## src/rtl/cache_refill_controller.sv

```systemverilog
// Cache refill controller: fetches missing lines from memory (or forwards them from a
// one-entry write-through buffer) and drains buffered writes to memory when idle.
module cache_refill_controller #(
    parameter int ADDR_WIDTH  = 16,
    parameter int DATA_WIDTH  = 32,
    parameter int INDEX_WIDTH = 4,
    parameter int TIMEOUT     = 64
) (
    input  logic                              clk,
    input  logic                              reset,
    input  logic                              miss_valid,
    input  logic [ADDR_WIDTH-1:0]             miss_addr,
    output logic                              miss_ready,
    input  logic                              wr_valid,
    input  logic [ADDR_WIDTH-1:0]             wr_addr,
    input  logic [DATA_WIDTH-1:0]             wr_data,
    output logic                              wr_ready,
    output logic                              mem_req,
    output logic                              mem_we,
    output logic [ADDR_WIDTH-1:0]             mem_addr,
    output logic [DATA_WIDTH-1:0]             mem_wdata,
    input  logic                              mem_ack,
    input  logic [DATA_WIDTH-1:0]             mem_rdata,
    output logic                              fill_we,
    output logic [INDEX_WIDTH-1:0]            fill_index,
    output logic [ADDR_WIDTH-INDEX_WIDTH-1:0] fill_tag,
    output logic [DATA_WIDTH-1:0]             fill_data,
    output logic                              fill_err,
    output logic                              busy
);

    localparam int CNT_WIDTH = $clog2(TIMEOUT + 1);

    typedef enum logic [1:0] {
        ST_IDLE  = 2'd0,
        ST_READ  = 2'd1,
        ST_WRITE = 2'd2,
        ST_FILL  = 2'd3
    } state_e;

    state_e                  state_q,     state_d;
    logic                    buf_valid_q, buf_valid_d;
    logic [ADDR_WIDTH-1:0]   buf_addr_q,  buf_addr_d;
    logic [DATA_WIDTH-1:0]   buf_data_q,  buf_data_d;
    logic [CNT_WIDTH-1:0]    cnt_q,       cnt_d;
    logic                    mem_req_q,   mem_req_d;
    logic                    mem_we_q,    mem_we_d;
    logic [ADDR_WIDTH-1:0]   mem_addr_q,  mem_addr_d;
    logic [DATA_WIDTH-1:0]   mem_wdata_q, mem_wdata_d;
    logic [ADDR_WIDTH-1:0]   miss_addr_q, miss_addr_d;
    logic                    fill_we_q,   fill_we_d;
    logic [DATA_WIDTH-1:0]   fill_data_q, fill_data_d;
    logic                    fill_err_q,  fill_err_d;
    logic                    forward_s;
    logic                    timeout_s;

    // Forwarding looks only at the buffer as it stood before this edge
    assign forward_s = buf_valid_q && (buf_addr_q == miss_addr);
    assign timeout_s = (cnt_q == CNT_WIDTH'(TIMEOUT - 1));

    // Next-state and datapath decode
    always_comb begin
        state_d     = state_q;
        buf_valid_d = buf_valid_q;
        buf_addr_d  = buf_addr_q;
        buf_data_d  = buf_data_q;
        cnt_d       = cnt_q;
        mem_req_d   = mem_req_q;
        mem_we_d    = mem_we_q;
        mem_addr_d  = mem_addr_q;
        mem_wdata_d = mem_wdata_q;
        miss_addr_d = miss_addr_q;
        fill_data_d = fill_data_q;
        fill_we_d   = 1'b0;
        fill_err_d  = 1'b0;

        if (wr_valid && !buf_valid_q) begin
            buf_valid_d = 1'b1;
            buf_addr_d  = wr_addr;
            buf_data_d  = wr_data;
        end else begin
            buf_valid_d = buf_valid_q;
        end

        case (state_q)
            ST_IDLE: begin
                if (miss_valid) begin
                    miss_addr_d = miss_addr;
                    if (forward_s) begin
                        fill_data_d = buf_data_q;
                        fill_we_d   = 1'b1;
                        state_d     = ST_FILL;
                    end else begin
                        mem_req_d  = 1'b1;
                        mem_we_d   = 1'b0;
                        mem_addr_d = miss_addr;
                        cnt_d      = {CNT_WIDTH{1'b0}};
                        state_d    = ST_READ;
                    end
                end else if (buf_valid_q) begin
                    mem_req_d   = 1'b1;
                    mem_we_d    = 1'b1;
                    mem_addr_d  = buf_addr_q;
                    mem_wdata_d = buf_data_q;
                    cnt_d       = {CNT_WIDTH{1'b0}};
                    state_d     = ST_WRITE;
                end else begin
                    state_d = ST_IDLE;
                end
            end
            ST_READ: begin
                if (mem_ack) begin
                    fill_data_d = mem_rdata;
                    fill_we_d   = 1'b1;
                    mem_req_d   = 1'b0;
                    state_d     = ST_FILL;
                end else if (timeout_s) begin
                    mem_req_d  = 1'b0;
                    fill_err_d = 1'b1;
                    state_d    = ST_IDLE;
                end else begin
                    cnt_d = cnt_q + CNT_WIDTH'(1);
                end
            end
            ST_WRITE: begin
                // A timed-out write is dropped rather than retried
                if (mem_ack) begin
                    buf_valid_d = 1'b0;
                    mem_req_d   = 1'b0;
                    state_d     = ST_IDLE;
                end else if (timeout_s) begin
                    buf_valid_d = 1'b0;
                    mem_req_d   = 1'b0;
                    fill_err_d  = 1'b1;
                    state_d     = ST_IDLE;
                end else begin
                    cnt_d = cnt_q + CNT_WIDTH'(1);
                end
            end
            ST_FILL: begin
                state_d = ST_IDLE;
            end
            default: begin
                state_d = ST_IDLE;
            end
        endcase
    end

    // State register
    always_ff @(posedge clk) begin
        if (!reset) begin
            state_q <= ST_IDLE;
        end else begin
            state_q <= state_d;
        end
    end

    // Datapath and output registers
    always_ff @(posedge clk) begin
        if (!reset) begin
            buf_valid_q <= 1'b0;
            buf_addr_q  <= {ADDR_WIDTH{1'b0}};
            buf_data_q  <= {DATA_WIDTH{1'b0}};
            cnt_q       <= {CNT_WIDTH{1'b0}};
            mem_req_q   <= 1'b0;
            mem_we_q    <= 1'b0;
            mem_addr_q  <= {ADDR_WIDTH{1'b0}};
            mem_wdata_q <= {DATA_WIDTH{1'b0}};
            miss_addr_q <= {ADDR_WIDTH{1'b0}};
            fill_we_q   <= 1'b0;
            fill_data_q <= {DATA_WIDTH{1'b0}};
            fill_err_q  <= 1'b0;
        end else begin
            buf_valid_q <= buf_valid_d;
            buf_addr_q  <= buf_addr_d;
            buf_data_q  <= buf_data_d;
            cnt_q       <= cnt_d;
            mem_req_q   <= mem_req_d;
            mem_we_q    <= mem_we_d;
            mem_addr_q  <= mem_addr_d;
            mem_wdata_q <= mem_wdata_d;
            miss_addr_q <= miss_addr_d;
            fill_we_q   <= fill_we_d;
            fill_data_q <= fill_data_d;
            fill_err_q  <= fill_err_d;
        end
    end

    assign miss_ready = (state_q == ST_IDLE);
    assign wr_ready   = !buf_valid_q;
    assign busy       = (state_q != ST_IDLE) || buf_valid_q;
    assign mem_req    = mem_req_q;
    assign mem_we     = mem_we_q;
    assign mem_addr   = mem_addr_q;
    assign mem_wdata  = mem_wdata_q;
    assign fill_we    = fill_we_q;
    assign fill_index = miss_addr_q[INDEX_WIDTH-1:0];
    assign fill_tag   = miss_addr_q[ADDR_WIDTH-1:INDEX_WIDTH];
    assign fill_data  = fill_data_q;
    assign fill_err   = fill_err_q;

endmodule

```

## config.mk

```make
export PLATFORM = sky130hd
export DESIGN_NAME = cache_refill_controller
export DESIGN_NICKNAME = d
export VERILOG_FILES = /design/src/rtl/cache_refill_controller.sv
export SDC_FILE = /design/constraint.sdc
export NUM_CORES = 1
export LEC_CHECK = 0
export ABC_AREA = 0
export BUFFER_PORTS_ARGS = -buffer_cell sky130_fd_sc_hd__clkbuf_2
export CAP_MARGIN = 20
export CORE_ASPECT_RATIO = 0.6
export CORE_MARGIN = 2
export CORE_UTILIZATION = 45
export DETAILED_ROUTE_END_ITERATION = 16
export PLACE_DENSITY = 0.71
export SLEW_MARGIN = 20
export SYNTH_ARGS = -nofsm -noshare
export SYNTH_HDL_FRONTEND = slang
export SYNTH_SLANG_ARGS = --single-unit
```

## constraint.sdc

```tcl
create_clock -name clk -period 3.2 [get_ports clk]
set_input_delay 0.64 -clock clk [delete_from_list [all_inputs] [get_ports clk]]
set_output_delay 0.64 -clock clk [all_outputs]
set_load 0.05 [all_outputs]
```

Yosys cells after proc, flatten, opt, wreduce, memory -nomap -nowiden. Index checks and enable logic that the tools add are counted.

$add $sub $neg: 1. Equal/unequal tests: 14. Muxes and demuxes: 37. Bitwise operators: 3. Reductions and logical operators: 17.

Operator list (number): $mux 32 (3); $pmux 32 s2 (1); $mux 16 (3); $mux 7 (5); $eq 16x16->1 (1); $mux 1 (15); $pmux 7 s2 (1); $mux 2 (6); $ne 2x2->1 const B (5); $pmux 2 s4 (1); $reduce_and 4->1 (2); $reduce_bool 2->1 (4); $add 7x1->7 const B (1); $eq 7x6->1 const B (1); $reduce_and 3->1 (2); $reduce_and 5->1 (1); $eq 2x2->1 const B (2); $pmux 1 s2 (2); $ne 3x1->1 const B (1); $ne 3x2->1 const B (1); $ne 3x3->1 const B (1); $not 1->1 (3); $reduce_or 3->1 (1); $eq 2x1->1 const B (1); other kinds (7) (8).

Flip-flop bits (word level): 158. Bits of input ports: 101. Word-level logic and storage cells: 85.

Depth between registers and ports, before layout. Gate-level depths: netlist (run 1).

Word-level depth: 6. Depth in mapped cells: 10. Depth with buffers taken out: 8.

Worst setup path before layout (run 1). No wires, ideal clock.

Path type: reg2reg. Start: register state_q[0]. End: register cnt_q[0]. Setup time: 0.059 ns. Arrival time: 2.501 ns. Data required time: 3.141 ns. Setup slack: 0.640 ns. Cell stages (with the launch flop): 9. Cells stage by stage: dfxtp_1 > inv_1 > ha_1 > nand2_1 > or2_2 > and2_1 > clkbuf_1 > a311oi_1 > a31o_1.

RTL lines: start: declaration (line 41) `state_e state_q, state_d;`; start signal: assignment (line 154) `state_q <= state_d;`; $logic_not 2->1 *; named net miss_ready (line 13) `output logic miss_ready,`; $ne 3x3->1 (no line) (tied with other cells); $reduce_and 5->1 (no line); end signal: assignment (line 164) `cnt_q <= {CNT_WIDTH{1'b0}};`; end signal: assignment (line 177) `cnt_q <= cnt_d;`; end: declaration (line 45) `logic [CNT_WIDTH-1:0] cnt_q, cnt_d;`.

Mark *: on every way through the listed nets, which the timed path passes. The rest lies on a longest branch. A chain may end at the register's enable or synchronous reset.

Final worst setup path (run 1).
Start: register state_q[1]. End: register fill_data_q[14] (netlist: fill_data[14]).

Word-level cells in the longest chain between the ends: 3.

RTL lines: $eq 2x1->1 / $logic_not 2->1 (equally long branches) (line 85) `case (state_q)`; $ne 2x2->1 (no line) (tied with other cells); $reduce_and 4->1 (no line); end signal: assignment (line 171) `fill_data_q <= {DATA_WIDTH{1'b0}};`; end signal: assignment (line 184) `fill_data_q <= fill_data_d;`; end: declaration (line 52) `logic [DATA_WIDTH-1:0] fill_data_q, fill_data_d;`.

Several ways; a longest one is shown, not always the timed one.

==> flow_metrics.env, run 1 <==
export IMPL_grt_ovfl_total=0
export IMPL_htree_levels=4
export IMPL_hold_slack_ns=0.437
export IMPL_numCtsBuffers=17
export IMPL_dr_first_iter_drc_count=489
export IMPL_async_flop_share_pct=0
export IMPL_yosysTopAreaCell="dfxtp_1"
export IMPL_port_buffers=203
export IMPL_detail_route_first_pass_iterations=5
export IMPL_synth_top_cell_area_share_pct=46.6
export IMPL_viasPerCell=5.34
export IMPL_clk_pin_slew_worst_paths_ns=0.07
export IMPL_combPwrFrac_pct=19.1
export IMPL_grt_busiest_layer="met1"
export IMPL_p_clk_share_pct=38.2
export IMPL_crit_chain="inv_1 -> ha_1 -> nand2_1 -> nor4_1 -> a211o_1 -> buf_4 -> nand2_1 -> o2bb2ai_2"
export IMPL_rrSetupSlack_ns=0.70
export IMPL_gr_usage_met3_pct=6.63
export IMPL_yosys_warnings=0
export IMPL_ant_nets=0
export IMPL_synth_fp_nets=910
export IMPL_cts_hold_buf=0
export IMPL_root_buffer="clkbuf_16"
export IMPL_synth_distinct_cells=48
export IMPL_grt_pass1_wl_mm=32.7
export IMPL_clock_sinks=158
export IMPL_core_area_um2=14600
export IMPL_startpoint="state_q[1]$_SDFF_PN0_"
export IMPL_clk_latency_ns=0.41
export IMPL_multi_input_area_um2=3340
export IMPL_ff2ff_path_depth=8
export IMPL_place_inst=1156
export IMPL_die_area_um2=16100
export IMPL_max_slew_margin_pct=50.6
export IMPL_seqCellArea_um2=3160
export IMPL_seq_area_frac_synth_pct=46.6
export IMPL_worstSetupStartpointType="register"
export IMPL_hp_start="cnt_q[6]$_SDFFE_PN0P_"
export IMPL_end_kind="register"
export IMPL_finalCritPeriodShare_pct=78.2
export IMPL_r2r_start="state_q[1]$_SDFF_PN0_"
export IMPL_synth_area_leaders="dfxtp_1 (47%), nand2_1 (13%), a21oi_1 (8.9%), o2bb2ai_2 (6.9%), nand3b_1 (3.5%)"
export IMPL_post_dp_cell_area_um2=7950
export IMPL_syn2layout_area_growth_pct=25.5
export IMPL_syn_area_per_cell_um2=8.45
export IMPL_cp_slowest_cell="nor4_1"
export IMPL_p_int_w=0.00342
export IMPL_fp_dieH_um=99.1
export IMPL_syn_inst=803
export IMPL_r2r_end="fill_data[14]$_SDFFE_PN0P_"
export IMPL_cp_arrival_ns=2.79
export IMPL_antenna_found_initial=0
export IMPL_cts_resized=0
export IMPL_vdd_drop_max_mv=0.304
export IMPL_period_needed_ns=2.50
export IMPL_crit_type="reg -> reg"
export IMPL_routed_wl_mm=20.4
export IMPL_fmax_mhz=400
export IMPL_n_antenna_cell=0
export IMPL_swShare_pct=32.2
export IMPL_synth_ff_type="dfxtp_1"
export IMPL_postCtsSetupRepairBufs=0
export IMPL_stdcell_area_um2=8520
export IMPL_instances_no_fill=1188
export IMPL_synthesis_area_um2=6780
export IMPL_grt_util_met1_pct=40.4
export IMPL_maxCapViolations=0
export IMPL_p_leak_nw=3.52
export IMPL_crit_fanout=32
export IMPL_synth_seq_cells=158
export IMPL_gp_congestion=0.857
export IMPL_finalHoldViolations=0
export IMPL_final_setup_tns_ns=0
export IMPL_start_util_pct=46.5
export IMPL_worstHoldPathCells=2
export IMPL_grt_usage_pct=25.9
export IMPL_grt_pass1_vias=5932
export IMPL_cp_common_cell="nand2_1"
export IMPL_seq_power_share_pct=42.7
export IMPL_synth_edf_count=0
export IMPL_nFillCells=1372
export IMPL_nets=1084
export IMPL_dp_hpwl_mm=14.0
export IMPL_worst_slew_pin_slew_ns=0.741
export IMPL_rows=34
export IMPL_remaining_drc_errors=0
export IMPL_worstHoldEndpoint="cnt_q[6]$_SDFFE_PN0P_"
export IMPL_ioPinCount=204
export IMPL_drive_above_1_share_pct=29.7
export IMPL_finalClockSkew_ns=0.0147
export IMPL_use_met2_pct=35.6
export IMPL_slowest_delay_ns=0.50
export IMPL_synth_most_common_cell="nand2_1"
export IMPL_cts_max_path_buffers=2
export IMPL_finalSetupViolations=0
export IMPL_routedWlPerCell_um=17.2
export IMPL_status="complete, no violations"
export IMPL_vias=6347
export IMPL_grt_max_degree=106
export IMPL_worstPathRequired_ns=3.49
export IMPL_netlist_top_cells_count="nand2_1 (241), dfxtp_1 (158), a21oi_1 (120)"
export IMPL_drv_slew=0
export IMPL_hp_class="reg -> reg"
export IMPL_tritoncts="yes"
export IMPL_die_w_um=163
export IMPL_power_switching_w=0.00162
export IMPL_power_density_nw_per_um2=592
export IMPL_rsz0062_at_grt="no"
-- flip-flops by register name, indices dropped and copies added (netlist names), 2 cells and up --
register and flops:
state_q 2, miss_addr_q 16, mem_wdata 32, cnt_q 7, mem_addr 16, buf_data_q 32, buf_addr_q 16, fill_data 32
-- how the worst max path moves through the flow --
stage | end | cells past startpoint | slack [ns]
6_report | fill_data[14]$_SDFFE_PN0P_ | 8 | 0.70
2_1_floorplan | cnt_q[0]$_SDFFE_PN0P_ | 8 | 0.64
3_5_place_dp | mem_addr[3]$_SDFFE_PN0P_ | 7 | 0.49
4_1_cts | mem_addr[3]$_SDFFE_PN0P_ | 8 | 0.68
5_1_grt | fill_data[28]$_SDFFE_PN0P_ | 8 | 0.54
3_3_place_gp | mem_addr[4]$_SDFFE_PN0P_ | 7 | 0.55
-- worst max-delay path: cells and delay by family, from the launching register on --
kind	cells	cell delay [ns]
fa+ha+maj	1	0.28
buf+inv	2	0.47
compound gates	2	0.33
simple gates	3	0.93
flops	1	0.36
-- through the flow --
step | setup WS (ns) | utilization, % | power (W)
floorplan | 0.640 | - | 0.00286
global placement | 0.553 | 54.5 | 0.00314
detailed placement | 0.488 | 54.5 | 0.00315
CTS | 0.681 | 58.4 | 0.00508
global route | 0.544 | 58.4 | 0.00526
finish | 0.697 | 58.4 | 0.00504
-- routing by layer --
layer / vias to the layer above / part of all wire, %
met1: 2934 / 50
li1: 3131 / -
met3: 13 / 9.1
met4: 0 / 0.59
met2: 269 / 41
met5: - / 0
-- kinds of logic (layout without fill, tap and decap cells) --
group | after synthesis | count (layout) | synth area share (%)
fa+ha+maj | 6 | 6 | 1.11
mux | 16 | 16 | 2.36
compound gates | 224 | 224 | 23.3
buf+inv | 75 | 262 | 4.61
simple gates | 312 | 312 | 20.5
flops | 158 | 158 | 46.6
xor+xnor | 12 | 12 | 1.55
-- layout by cell type, fill, tap and decap left out, types with 4 or more instances in the layout --
cell / count
nand2b_1: 5
nand2_1: 240
o211ai_1: 31
clkbuf_2: 203
clkbuf_16: 17
buf_4: 13
dfxtp_1: 158
ha_1: 5
clkinvlp_4: 5
xnor2_1: 8
nand3_1: 8
o21ai_0: 8
nand3b_1: 32
o2bb2ai_2: 30
a21oi_1: 120
inv_1: 11
o21ai_1: 14
nor3_1: 6
xor2_1: 4
mux2i_1: 16
-- power groups by stage --
stage,Sequential (W),Clock (W),Combinational (W)
detailed placement,0.00219,0,0.000958
finish,0.00215,0.00193,0.000963
global placement,0.00219,0,0.000950
floorplan,0.00240,0,0.000458
global route,0.00217,0.00206,0.00104
CTS,0.00215,0.00197,0.000960
-- final cells by class --
type | count | area share (%)
clock buffers | 20 | 5.48
clock inverters | 12 | 1.19
inverters | 12 | 0.544
multi-input cells | 570 | 39.2
flip-flops and latches | 158 | 37.1
well taps | 198 | 2.91
repair buffers | 218 | 13.5
Note: power is estimated with default switching activity, not from simulation.
==> run 2, diff against run 1 <==
Settings changed: PLACE_DENSITY 0.71 to 0.74.
Clock period 3.2 ns to 2.3 ns, I/O delays scaled along.
==> run 2 against run 1 <==
Effect of this change:
- clock skew fell by 0.0040 ns
- combinational power rose by 42%
- final cell count rose by 0.51%
- utilization rose by 1.2 points
==> flow_metrics.env, run 2 (synthesized netlist as in run 1, its figures left out) <==
export IMPL_finalClockSkew_ns=0.0107
export IMPL_power_density_nw_per_um2=861
export IMPL_status="complete, no violations"
export IMPL_slowest_delay_ns=0.43
export IMPL_finalCritPeriodShare_pct=89.3
export IMPL_viasPerCell=5.33
export IMPL_maxCapViolations=0
export IMPL_nets=1091
export IMPL_ioPinCount=204
export IMPL_final_common_cell="nand2_1"
export IMPL_final_cell_mix="nand2_1 (239), clkbuf_2 (203), dfxtp_1 (158)"
export IMPL_cts_resized=0
export IMPL_dp_hpwl_mm=14.0
export IMPL_rows=34
export IMPL_crit_fanout=10
export IMPL_worstPathRequired_ns=2.66
export IMPL_clk_pin_slew_worst_paths_ns=0.06
export IMPL_postCtsSetupRepairBufs=0
export IMPL_vias=6363
export IMPL_port_buffers=203
export IMPL_root_buffer="clkbuf_16"
export IMPL_ff2ff_path_depth=7
export IMPL_worst_slew_pin_slew_ns=0.726
export IMPL_finalSetupViolations=0
export IMPL_nFillCells=1291
export IMPL_n_antenna_cell=0
export IMPL_drive_above_1_share_pct=30.0
export IMPL_crit_type="reg -> reg"
export IMPL_worstSetupStartpointType="register"
export IMPL_p_leak_nw=3.61
export IMPL_dr_first_iter_drc_count=503
export IMPL_fmax_mhz=487
export IMPL_numCtsBuffers=17
export IMPL_grt_pass1_vias=6028
export IMPL_max_slew_margin_pct=51.6
export IMPL_die_area_um2=16100
export IMPL_cts_hold_buf=0
export IMPL_detail_route_first_pass_iterations=5
export IMPL_start_util_pct=46.5
export IMPL_cp_arrival_ns=2.41
export IMPL_antenna_found_initial=0
export IMPL_grt_max_degree=69
export IMPL_final_util_pct=59.5
export IMPL_remaining_drc_errors=0
export IMPL_clk_latency_ns=0.42
export IMPL_finalHoldViolations=0
export IMPL_gp_congestion=0.841
export IMPL_end_kind="register"
export IMPL_crit_chain="inv_1 -> ha_2 -> nand2_1 -> nor4_1 -> nand2_1 -> a311oi_1 -> a31o_1"
export IMPL_cp_slowest_cell="nor4_1"
export IMPL_ant_nets=0
export IMPL_vdd_drop_max_mv=0.477
export IMPL_drv_slew=0
export IMPL_cts_max_path_buffers=2
export IMPL_multi_input_area_um2=3340
export IMPL_worstHoldPathCells=3
export IMPL_period_needed_ns=2.05
export IMPL_grt_pass1_wl_mm=32.1
export IMPL_routed_wl_mm=20.2
export IMPL_fp_dieH_um=99.1
export IMPL_grt_usage_pct=25.2
export IMPL_final_setup_tns_ns=0
export IMPL_syn2layout_area_growth_pct=28.0
export IMPL_tritoncts="yes"
export IMPL_cp_common_cell="nand2_1"
export IMPL_htree_levels=4
export IMPL_seqCellArea_um2=3160
export IMPL_rsz0062_at_grt="no"
export IMPL_routedWlPerCell_um=16.9
export IMPL_die_w_um=163
export IMPL_grt_ovfl_total=0
export IMPL_hp_class="in -> reg"
export IMPL_core_area_um2=14600
export IMPL_clock_sinks=158
## run 2: through the flow
stage               power, W  area (um^2)  instances  hold WS, ns  worst slack, ns
floorplan            0.00399         6790        803        0.408            0.136
global placement     0.00440         8040       1163        0.417            0.187
detailed placement   0.00441         8040       1163        0.435            0.127
CTS                  0.00751         8680       1194        0.253            0.250
global route         0.00775         8680       1194        0.255           0.0826
finish               0.00748         8680       1194        0.262            0.246
## run 2: per-layer routing
metal	GRT usage, %	routed length [um]
met2	35.7	8240
met4	6.13	204
met5	0	0
met1	38.2	10100
met3	6.46	1680
## run 2: final cells by class
type	count	area share (%)
Clock inverter	12	2.42
Multi-Input combinational cell	570	38.5
Tap cell	198	2.85
Sequential cell	158	36.4
Clock buffer	19	4.98
Timing Repair Buffer	225	14.3
Inverter	12	0.533
## run 2: path summary, 6_finish.rpt
path,end,from,slack [ns]
setup / recovery,cnt_q[0]$_SDFFE_PN0P_,state_q[0]$_SDFF_PN0_,0.25
hold / removal,buf_data_q[3]$_SDFFE_PN0P_,wr_data[3],0.26
setup reg to reg,cnt_q[0]$_SDFFE_PN0P_,state_q[0]$_SDFF_PN0_,0.25
hold reg to reg,cnt_q[6]$_SDFFE_PN0P_,cnt_q[6]$_SDFFE_PN0P_,0.44
## run 2: power breakdown
group          switching [W]  total, W  internal (W)
Clock                0.00117   0.00311       0.00194
Combinational       0.000966   0.00137      0.000404
Sequential          0.000107   0.00299       0.00289
## run 2: critical path, delay by kind of cell (launching register included)
kind / cells / cell delay, ns
flops: 1 / 0.35
buf+inv: 1 / 0.12
compound gates: 2 / 0.43
simple gates: 3 / 0.85
fa+ha+maj: 1 / 0.26
